### src/rtl/vdic_dut_pkg.sv
// Shared types and constants for the command responder.
// Word length depends on VDIC_RESP_PARITY_EN (adds an even-parity bit per word).
package vdic_dut_pkg;

    typedef enum logic [7:0] {
        CMD_NOP = 8'h00,
        CMD_AND = 8'h01,
        CMD_OR  = 8'h02,
        CMD_XOR = 8'h03,
        CMD_ADD = 8'h10,
        CMD_SUB = 8'h20
    } command_t;

    typedef enum logic [2:0] {
        ST_IDLE,
        ST_RX,
        ST_STOP,
        ST_CALC,
        ST_TX
    } state_t;

    localparam int STAT_ERR_DATA   = 0;
    localparam int STAT_ERR_CMD    = 1;
    localparam int STAT_ERR_PARITY = 2;

`ifdef VDIC_RESP_PARITY_EN
    localparam int WORD_BITS = 12;
`else
    localparam int WORD_BITS = 11;
`endif

endpackage

### src/rtl/vdic_word_shifter.sv
// Parallel-to-serial shifter for one {flag,byte} response word with start/stop
// framing; VDIC_RESP_PARITY_EN inserts even parity before the stop bit.
module vdic_word_shifter
    import vdic_dut_pkg::*;
(
    input  logic       clk,
    input  logic       rst,
    input  logic       load_i,
    input  logic [8:0] word_i,
    output logic       dout_o,
    output logic       last_o
);

    localparam int SH_BITS = WORD_BITS - 1;

    logic [SH_BITS-1:0] frame;
    logic [SH_BITS-1:0] shreg_q;
    logic [3:0]         cnt_q;
    logic               active_q;
    logic               dout_q;

`ifdef VDIC_RESP_PARITY_EN
    assign frame = {word_i, ^word_i, 1'b1};
`else
    assign frame = {word_i, 1'b1};
`endif

    // The start bit goes out on the load edge; cnt_q counts the bits still queued.
    always_ff @(posedge clk) begin
        if (rst) begin
            dout_q   <= 1'b1;
            shreg_q  <= '0;
            cnt_q    <= '0;
            active_q <= 1'b0;
        end else if (load_i) begin
            dout_q   <= 1'b0;
            shreg_q  <= frame;
            cnt_q    <= 4'(SH_BITS);
            active_q <= 1'b1;
        end else if (active_q) begin
            if (cnt_q != 4'd0) begin
                dout_q  <= shreg_q[SH_BITS-1];
                shreg_q <= shreg_q << 1;
                cnt_q   <= cnt_q - 4'd1;
            end else begin
                active_q <= 1'b0;
                dout_q   <= 1'b1;
            end
        end
    end

    assign dout_o = dout_q;
    assign last_o = active_q && (cnt_q == 4'd0);

endmodule

### src/rtl/vdic_cmd_responder.sv
// Serial command-packet responder: receives data words, reduces them per opcode,
// and returns {result_hi, result_lo, status}. Parity option: VDIC_RESP_PARITY_EN.
module vdic_cmd_responder
    import vdic_dut_pkg::*;
#(
    parameter int MIN_WORDS = 2,
    parameter int MAX_WORDS = 8
) (
    input  logic clk,
    input  logic rst,
    input  logic enable_n,
    input  logic din,
    output logic dout,
    output logic busy
);

    localparam int RX_BITS = WORD_BITS - 2;
    localparam int CW      = $clog2(MAX_WORDS + 2);
    localparam logic [CW-1:0] MIN_C   = CW'(MIN_WORDS);
    localparam logic [CW-1:0] MAX_C   = CW'(MAX_WORDS);
    localparam logic [CW-1:0] CNT_SAT = CW'(MAX_WORDS + 1);

    state_t              state_q;
    logic [3:0]          bit_cnt_q;
    logic [RX_BITS-1:0]  rx_q;
    logic                armed_q;
    logic                busy_q;
    logic [15:0]         result_q;
    logic [7:0]          status_q;
    logic                load_first_q;
    logic [1:0]          word_idx_q;

    logic [CW-1:0]       cnt_q;
    logic [15:0]         add_q, sub_q;
    logic [7:0]          and_q, or_q, xor_q;
    logic                perr_q;

    logic                rx_flag, rx_perr;
    logic [7:0]          rx_byte;
    logic                stop_ok, acc_clr, tx_last, tx_load;
    logic [1:0]          tx_sel;
    logic [8:0]          tx_word;
    logic [15:0]         result_d;
    logic [7:0]          status_d;

    assign rx_flag = rx_q[RX_BITS-1];
    assign rx_byte = rx_q[RX_BITS-2 -: 8];
`ifdef VDIC_RESP_PARITY_EN
    assign rx_perr = rx_q[0] ^ (^{rx_flag, rx_byte});
`else
    assign rx_perr = 1'b0;
`endif

    always_comb begin
        stop_ok = (state_q == ST_STOP) && !enable_n && din;
        acc_clr = ((state_q == ST_RX || state_q == ST_STOP) && enable_n)
               || ((state_q == ST_STOP) && !enable_n && !din)
               || ((state_q == ST_CALC) && (rx_byte == CMD_NOP))
               || ((state_q == ST_TX) && tx_last && (word_idx_q == 2'd2));
    end

    // Per-word reduction; words past MAX_WORDS are only counted.
    always_ff @(posedge clk) begin
        if (rst || acc_clr) begin
            cnt_q  <= '0;
            add_q  <= '0;
            sub_q  <= '0;
            and_q  <= '0;
            or_q   <= '0;
            xor_q  <= '0;
            perr_q <= 1'b0;
        end else if (stop_ok) begin
            perr_q <= perr_q | rx_perr;
            if (!rx_flag) begin
                if (cnt_q != CNT_SAT) cnt_q <= cnt_q + 1'b1;
                if (cnt_q < MAX_C) begin
                    add_q <= add_q + {8'h00, rx_byte};
                    sub_q <= (cnt_q == '0) ? {8'h00, rx_byte} : sub_q - {8'h00, rx_byte};
                    and_q <= (cnt_q == '0) ? rx_byte : (and_q & rx_byte);
                    or_q  <= or_q  | rx_byte;
                    xor_q <= xor_q ^ rx_byte;
                end
            end
        end
    end

    // NOTE: every variable gets a default before the case so no latch is inferred.
    always_comb begin
        result_d = 16'h0000;
        status_d = 8'h00;
        status_d[STAT_ERR_DATA]   = (cnt_q < MIN_C) || (cnt_q > MAX_C);
        status_d[STAT_ERR_PARITY] = perr_q;
        case (rx_byte)
            CMD_NOP: result_d = 16'h0000;
            CMD_AND: result_d = {8'h00, and_q};
            CMD_OR:  result_d = {8'h00, or_q};
            CMD_XOR: result_d = {8'h00, xor_q};
            CMD_ADD: result_d = add_q;
            CMD_SUB: result_d = sub_q;
            default: status_d[STAT_ERR_CMD] = 1'b1;
        endcase
        if (status_d != 8'h00) result_d = 16'h0000;
    end

    always_comb begin
        tx_load = load_first_q || ((state_q == ST_TX) && tx_last && (word_idx_q != 2'd2));
        tx_sel  = load_first_q ? 2'd0 : word_idx_q + 2'd1;
        case (tx_sel)
            2'd0:    tx_word = {1'b0, result_q[15:8]};
            2'd1:    tx_word = {1'b0, result_q[7:0]};
            default: tx_word = {1'b1, status_q};
        endcase
    end

    always_ff @(posedge clk) begin
        if (rst) begin
            state_q      <= ST_IDLE;
            bit_cnt_q    <= '0;
            rx_q         <= '0;
            armed_q      <= 1'b0;
            busy_q       <= 1'b0;
            result_q     <= '0;
            status_q     <= '0;
            load_first_q <= 1'b0;
            word_idx_q   <= '0;
        end else begin
            load_first_q <= 1'b0;
            case (state_q)
                ST_IDLE: begin
                    if (din) armed_q <= 1'b1;
                    if (armed_q && !enable_n && !din) begin
                        state_q   <= ST_RX;
                        bit_cnt_q <= '0;
                    end
                end
                ST_RX: begin
                    if (enable_n) begin
                        armed_q <= 1'b0;
                        state_q <= ST_IDLE;
                    end else begin
                        rx_q <= {rx_q[RX_BITS-2:0], din};
                        if (bit_cnt_q == 4'(RX_BITS - 1)) state_q <= ST_STOP;
                        else bit_cnt_q <= bit_cnt_q + 4'd1;
                    end
                end
                ST_STOP: begin
                    // A low stop bit or a dropped enable loses the whole packet.
                    if (enable_n || !din) begin
                        armed_q <= 1'b0;
                        state_q <= ST_IDLE;
                    end else if (!rx_flag) begin
                        state_q <= ST_IDLE;
                    end else begin
                        busy_q  <= 1'b1;
                        state_q <= ST_CALC;
                    end
                end
                ST_CALC: begin
                    if (rx_byte == CMD_NOP) begin
                        busy_q  <= 1'b0;
                        state_q <= ST_IDLE;
                    end else begin
                        result_q     <= result_d;
                        status_q     <= status_d;
                        load_first_q <= 1'b1;
                        word_idx_q   <= 2'd0;
                        state_q      <= ST_TX;
                    end
                end
                ST_TX: begin
                    if (tx_last) begin
                        if (word_idx_q == 2'd2) begin
                            busy_q  <= 1'b0;
                            armed_q <= 1'b0;
                            state_q <= ST_IDLE;
                        end else begin
                            word_idx_q <= word_idx_q + 2'd1;
                        end
                    end
                end
                default: state_q <= ST_IDLE;
            endcase
        end
    end

    vdic_word_shifter u_shifter (
        .clk    (clk),
        .rst    (rst),
        .load_i (tx_load),
        .word_i (tx_word),
        .dout_o (dout),
        .last_o (tx_last)
    );

    assign busy = busy_q;

endmodule
### config.mk
export PLATFORM = sky130hd
export DESIGN_NAME = vdic_cmd_responder
export DESIGN_NICKNAME = d
export VERILOG_FILES = /design/src/rtl/vdic_dut_pkg.sv /design/src/rtl/vdic_word_shifter.sv /design/src/rtl/vdic_cmd_responder.sv
export SDC_FILE = /design/constraint.sdc
export NUM_CORES = 1
export LEC_CHECK = 0
export ABC_CLOCK_PERIOD_IN_PS = 2900
export CAP_MARGIN = 20
export CORE_ASPECT_RATIO = 1.25
export CORE_MARGIN = 2
export CORE_UTILIZATION = 26
export DETAILED_ROUTE_END_ITERATION = 12
export PLACE_DENSITY = 0.48
export SYNTH_ARGS = -nofsm -noshare
export SYNTH_HDL_FRONTEND = slang
export SYNTH_SLANG_ARGS = --single-unit
### constraint.sdc
create_clock -name clk -period 2.9 [get_ports clk]
set_input_delay 0.725 -clock clk [delete_from_list [all_inputs] [get_ports clk]]
set_output_delay 0.725 -clock clk [all_outputs]
set_load 0.1 [all_outputs]
Yosys cells after proc, flatten, opt, wreduce, memory -nomap -nowiden
Index checks and enable logic that the tools add are counted.

word-level totals
  bits in registers = 115
  input port bits = 4

operators by class
  $add $sub $neg = 6
  magnitude comparators = 3
  eq/ne operators = 28
  mux-type cells = 47
  bitwise logic cells = 7
  reductions and logical operators = 48

operator list
  operator             count
  $pmux 16 s5          1
  $mux 16              2
  $mux 10              3
  $mux 4               6
  $ne 2x2->1 const B   11
  $mux 3               6
  $pmux 9 s2           1
  $add 16x8->16        1
  $eq 8x2->1 const B   2
  $mux 1               16
  $sub 16x8->16        1
  $pmux 3 s5           1
  $mux 2               6
  $reduce_and 4->1     3
  $reduce_and 6->1     2
  $logic_and 1x1->1    11
  $add 4x1->4 const B  2
  $and 8x8->8          1
  $eq 8x1->1 const B   1
  $eq 8x5->1 const B   1
  $eq 8x6->1 const B   1
  $logic_not 4->1      2
  $logic_not 8->1      1
  $logic_or 1x1->1     8
  32 further kinds     49

Depth between registers and ports, before layout
  word-level depth = 7
  mapped depth = 9

By module
A second synthesis with hierarchy kept.

unflattened totals
  cell total of the unflattened synthesis = 752
  area, all modules = 6,357.3 sq um

by module, submodules not included
  module              times used  cells an instance  area each (sq um)
  vdic_cmd_responder  1           662                5,556.6
  vdic_word_shifter   1           90                 800.8

Worst setup path before layout
Ideal clock, no wire load.

  path kind = reg-to-reg
  from = register rx_q[2]
  to = register sub_q[14]
  data arrival time = 2.296 ns
  setup slack = 0.533 ns
  stages on the path, launching flop included = 9
  buffers on the path = 1
  clock period less this slack = 2.367 ns
  cells stage by stage = dfxtp_1 clkbuf_1 inv_1 ha_1 nor2b_1 o31a_1 o31a_1 or4_1 a21oi_1

between the ends
  longest elaborated chain between the ends = 5

ends and longest elaborated chain
  item                                                                   line                       text
  from (decl)                                                            vdic_cmd_responder.sv:25   logic [RX_BITS-1:0] rx_q;
  from (signal assigned)                                                 vdic_cmd_responder.sv:141  rx_q <= {rx_q[RX_BITS-2:0], din};
  parallel branches: the longest is 5 deep, another holds $sub 16x8->16  -
  to (signal assigned)                                                   vdic_cmd_responder.sv:78   sub_q <= (cnt_q == '0) ? {8'h00, rx_byte} : sub_q - {8'h00, rx_byte};
  to (decl)                                                              vdic_cmd_responder.sv:34   logic [15:0] add_q, sub_q;

Several ways; the timed one is not identified.
A chain may end at the register's enable or synchronous reset.

Worst setup path after layout
  from = input port enable_n
  to = register sub_q[10]

between the ends
  longest elaborated chain between the ends = 7

ends and longest elaborated chain
  item               line                                                text
  from (decl)        vdic_cmd_responder.sv:11                            input logic enable_n,
  $logic_not 1->1    vdic_cmd_responder.sv:55, vdic_cmd_responder.sv:57
  $logic_and 1x1->1  vdic_cmd_responder.sv:55, vdic_cmd_responder.sv:57
  $logic_and 1x1->1  vdic_cmd_responder.sv:57                            || ((state_q == ST_STOP) && !enable_n && !din)
  $logic_or 1x1->1   vdic_cmd_responder.sv:57
  $logic_or 1x1->1   vdic_cmd_responder.sv:58                            || ((state_q == ST_CALC) && (rx_byte == CMD_NOP))
  $logic_or 1x1->1   vdic_cmd_responder.sv:59                            || ((state_q == ST_TX) && tx_last && (word_idx_q == 2'd2));
  $logic_or 1x1->1   vdic_cmd_responder.sv:64                            if (rst || acc_clr) begin

Several ways; a longest one is shown, not always the timed one.

==> out/metrics.csv <==
metric;value;unit
status;finished, final reports clean;
Final Hold Fails;0;
# placed instances;1019;
IO Pins;6;
Final min period;2.48;ns
origin of the critical flop-to-flop path;rx_q[1];
commonest cells after routing, fill and taps aside;dfxtp_1 (115), nand2_1 (85), a21oi_1 (76), nor2_1 (63), buf_4 (32);
Sequential Power Share;0.419;
core box area;23500;um^2
DR WL met2;8.25;mm
Layout Skew;0.0217;ns
Die Area;25000;um^2
initial drt markers;236;
CTS H-tree depth;4;
asr flop ratio synth;0;
Worst Setup Start Kind;input pin;
Syn-to-layout area delta;17.3;%
count of cells resized by post-cts repair;0;
area leader, netlist;dfxtp_1;
class of the worst hold path;register to register;
synth top area cells;dfxtp_1 (37%), a21oi_1 (6.2%), nand2_1 (5.2%);
crit share post-route;0.855;
hold_sp;word_idx_q[1];
Crit Path Category;input pin to register;
Synth top area share;0.373;
Vias/cell;5.07;
DR vias;5330;
WL per Instance;16.0;um
Mapped Nets;767;
Post-Synthesis Cells;738;
vias in the first global route;5221;
first-pass GRT wire length;27.8;mm
number of max-cap violations;0;
Yosys reg bits;115;
Final Instance Count excl. Fillers;1052;
# setup viols final;0;
Int Pwr;0.00291;W
Fin Setup TNS;0;ns
Max Transition Viols Final;0;
initial antenna violation count;0;
Final ANT Viol Nets;0;
RSZ-0062 raised after global routing;false;
Nets;776;
CTS root buf;clkbuf_16;
sequential-to-total area share from yosys stat;0.373;
Ant. Diodes;0;
Top Metal Used;met4;
Max Freq;403;MHz
Post-CTS Hold Buffers;0;
count of input and output buffers;5;
flop-to-flop setup slack;0.43;ns
crit end category;register;
leakage power;2.54;nW
Post-synth EDFFs;0;
post-synthesis cell type count;68;
fillers;2509;
most common cell after layout, fill and taps aside;dfxtp_1;
DR DRC count;0;
clock latency on the worst-skew pair;0.43;ns
Clk pwr share;0.554;
average size of a mapped cell;8.35;um^2
starting density of the core;0.262;
register area;2300;um^2
crit-path max FO;6;
largest net degree at the start of global routing;48;
Die X;142;um
worst hold endpoint;word_idx_q[1];
Final Wtd Congestion;0.790;
clk slew on worst S/H paths;0.06;ns
crit path DAT;2.83;ns
Netlist Area Pre-Place;6160;um^2
DR pass1 iterations;5;
Post-DP HPWL;11.9;mm
CTS Buffer Depth;2;
ratio of cells with drive above 1 in the final layout;0.124;
hold path depth;2;
TritonCTS clock tree;yes;
Die H;176;um
YS warnings;0;
GRT Total Usage;0.142;
total gr overflow;0;
CP peak stage delay;0.63;ns
DRT Wirelength;16.8;mm
Cell Pwr Density;525;nW/um^2
Combinational Power Share;0.027;
most used flip-flop cell after synthesis;dfxtp_1;
sw frac;0.232;
Row Count;63;
Worst Tran Pin Value;0.610;ns
FF-to-FF End;sub_q[9];
Slew headroom;0.592;
met3 WL;314;um
clk sinks;115;
worst path cell trace;clkdlybuf4s50_1 > nor4bb_1 > a311o_1 > or3_2 > or3_1 > mux2i_1;
Reg2Reg Depth;7;
setup bufs post-CTS;0;
wl on met1;7.82;mm
Worst Path Required;3.25;ns
multi-input logic area;3550;um^2
Peak VDD IR;0.000354;V
CP max stage cell;or3_2;
Psw;0.000882;W
CTS Buf Count;17;
-- stage by stage --
step | util | worst slack (ns) | area (um^2) | total power (W) | hold WS, ns
2_1_floorplan | - | 0.533 | 6160 | 0.00169 | 0.432
3_3_place_gp | 0.282 | 0.0156 | 6620 | 0.00172 | 0.443
3_5_place_dp | 0.282 | 0.0202 | 6620 | 0.00172 | 0.450
4_1_cts | 0.307 | 0.424 | 7220 | 0.00385 | 0.458
5_1_grt | 0.308 | 0.290 | 7230 | 0.00393 | 0.474
6_report | 0.308 | 0.420 | 7230 | 0.00379 | 0.454
-- cell usage after synthesis, types with 3 or more instances --
master	number
mux2_2	8
nand2b_1	10
a22o_1	16
a2111o_1	3
and3_1	7
o211ai_1	14
nand2_1	85
a22oi_1	17
clkbuf_1	23
o21ai_0	23
inv_1	24
nor2b_1	13
nor4_1	5
buf_4	6
a211oi_1	10
nor2_1	63
a31oi_1	4
or4_1	3
a221o_1	6
a21o_1	16
o21a_1	3
a21oi_1	76
xor2_1	11
dfxtp_1	115
buf_1	6
o2111ai_1	3
nand3_1	17
nor3_1	15
xnor2_1	6
ha_1	23
buf_2	11
o22ai_1	11
nand4_1	3
nor3b_1	10
nand3b_1	5
or3_1	17
mux2i_1	5
-- cell type report --
cell class,count,area share
multi-input cells,551,0.491
inverters,24,0.0125
flip-flops and latches,115,0.319
well taps,292,0.0505
repair buffers,38,0.0450
clock inverters,14,0.0218
clock buffers,18,0.0608
-- registers in the layout (all words and copies together) (netlist names) --
register,cells
word_idx_q,2
state_q,3
u_shifter.dout_o,1
status_q,2
add_q,16
result_q,16
xor_q,8
armed_q,1
rx_q,9
or_q,8
u_shifter.active_q,1
u_shifter.shreg_q,10
load_first_q,1
cnt_q,4
sub_q,16
u_shifter.cnt_q,4
busy,1
and_q,8
bit_cnt_q,4
-- per-layer routing --
metal | GRT usage | up-vias
met5 | 0 | -
met4 | 0.0683 | 0
met3 | 0.0228 | 17
met2 | 0.239 | 60
met1 | 0.175 | 2549
li1 | - | 2704
-- worst max-delay path by stage --
stage	startpoint	endpoint	slack, ns	depth (start not counted)
global placement	enable_n	sub_q[10]	0.02	6
CTS	rx_q[1]	sub_q[9]	0.42	7
floorplan	rx_q[2]	sub_q[14]	0.53	8
global route	rx_q[1]	sub_q[13]	0.29	7
detailed placement	enable_n	sub_q[10]	0.02	6
finish	enable_n	sub_q[10]	0.42	6
-- power by group through the flow --
stage	logic, W	registers [W]	clock network (W)
finish	0.000101	0.00159	0.00210
global route	0.000110	0.00159	0.00223
CTS	0.000101	0.00159	0.00216
detailed placement	0.000100	0.00162	0
global placement	0.000101	0.00162	0
floorplan	0.0000723	0.00162	0
-- critical path, delay by kind of cell --
family / cells / cell delay (ns)
AOI/OAI and AO/OA: 1 / 0.36
and+or+nand+nor: 3 / 1.18
buffers and inverters: 1 / 0.44
muxes: 1 / 0.13
-- cells by family after synthesis --
family          after synthesis  share of synthesized area
fa+ha+maj                    25                     0.0532
mux                          13                     0.0227
compound gates              221                      0.239
flops                       115                      0.373
simple gates                275                      0.236
buf+inv                      72                     0.0511
xor+xnor                     17                     0.0242
Power figures use the tool's default switching activity.
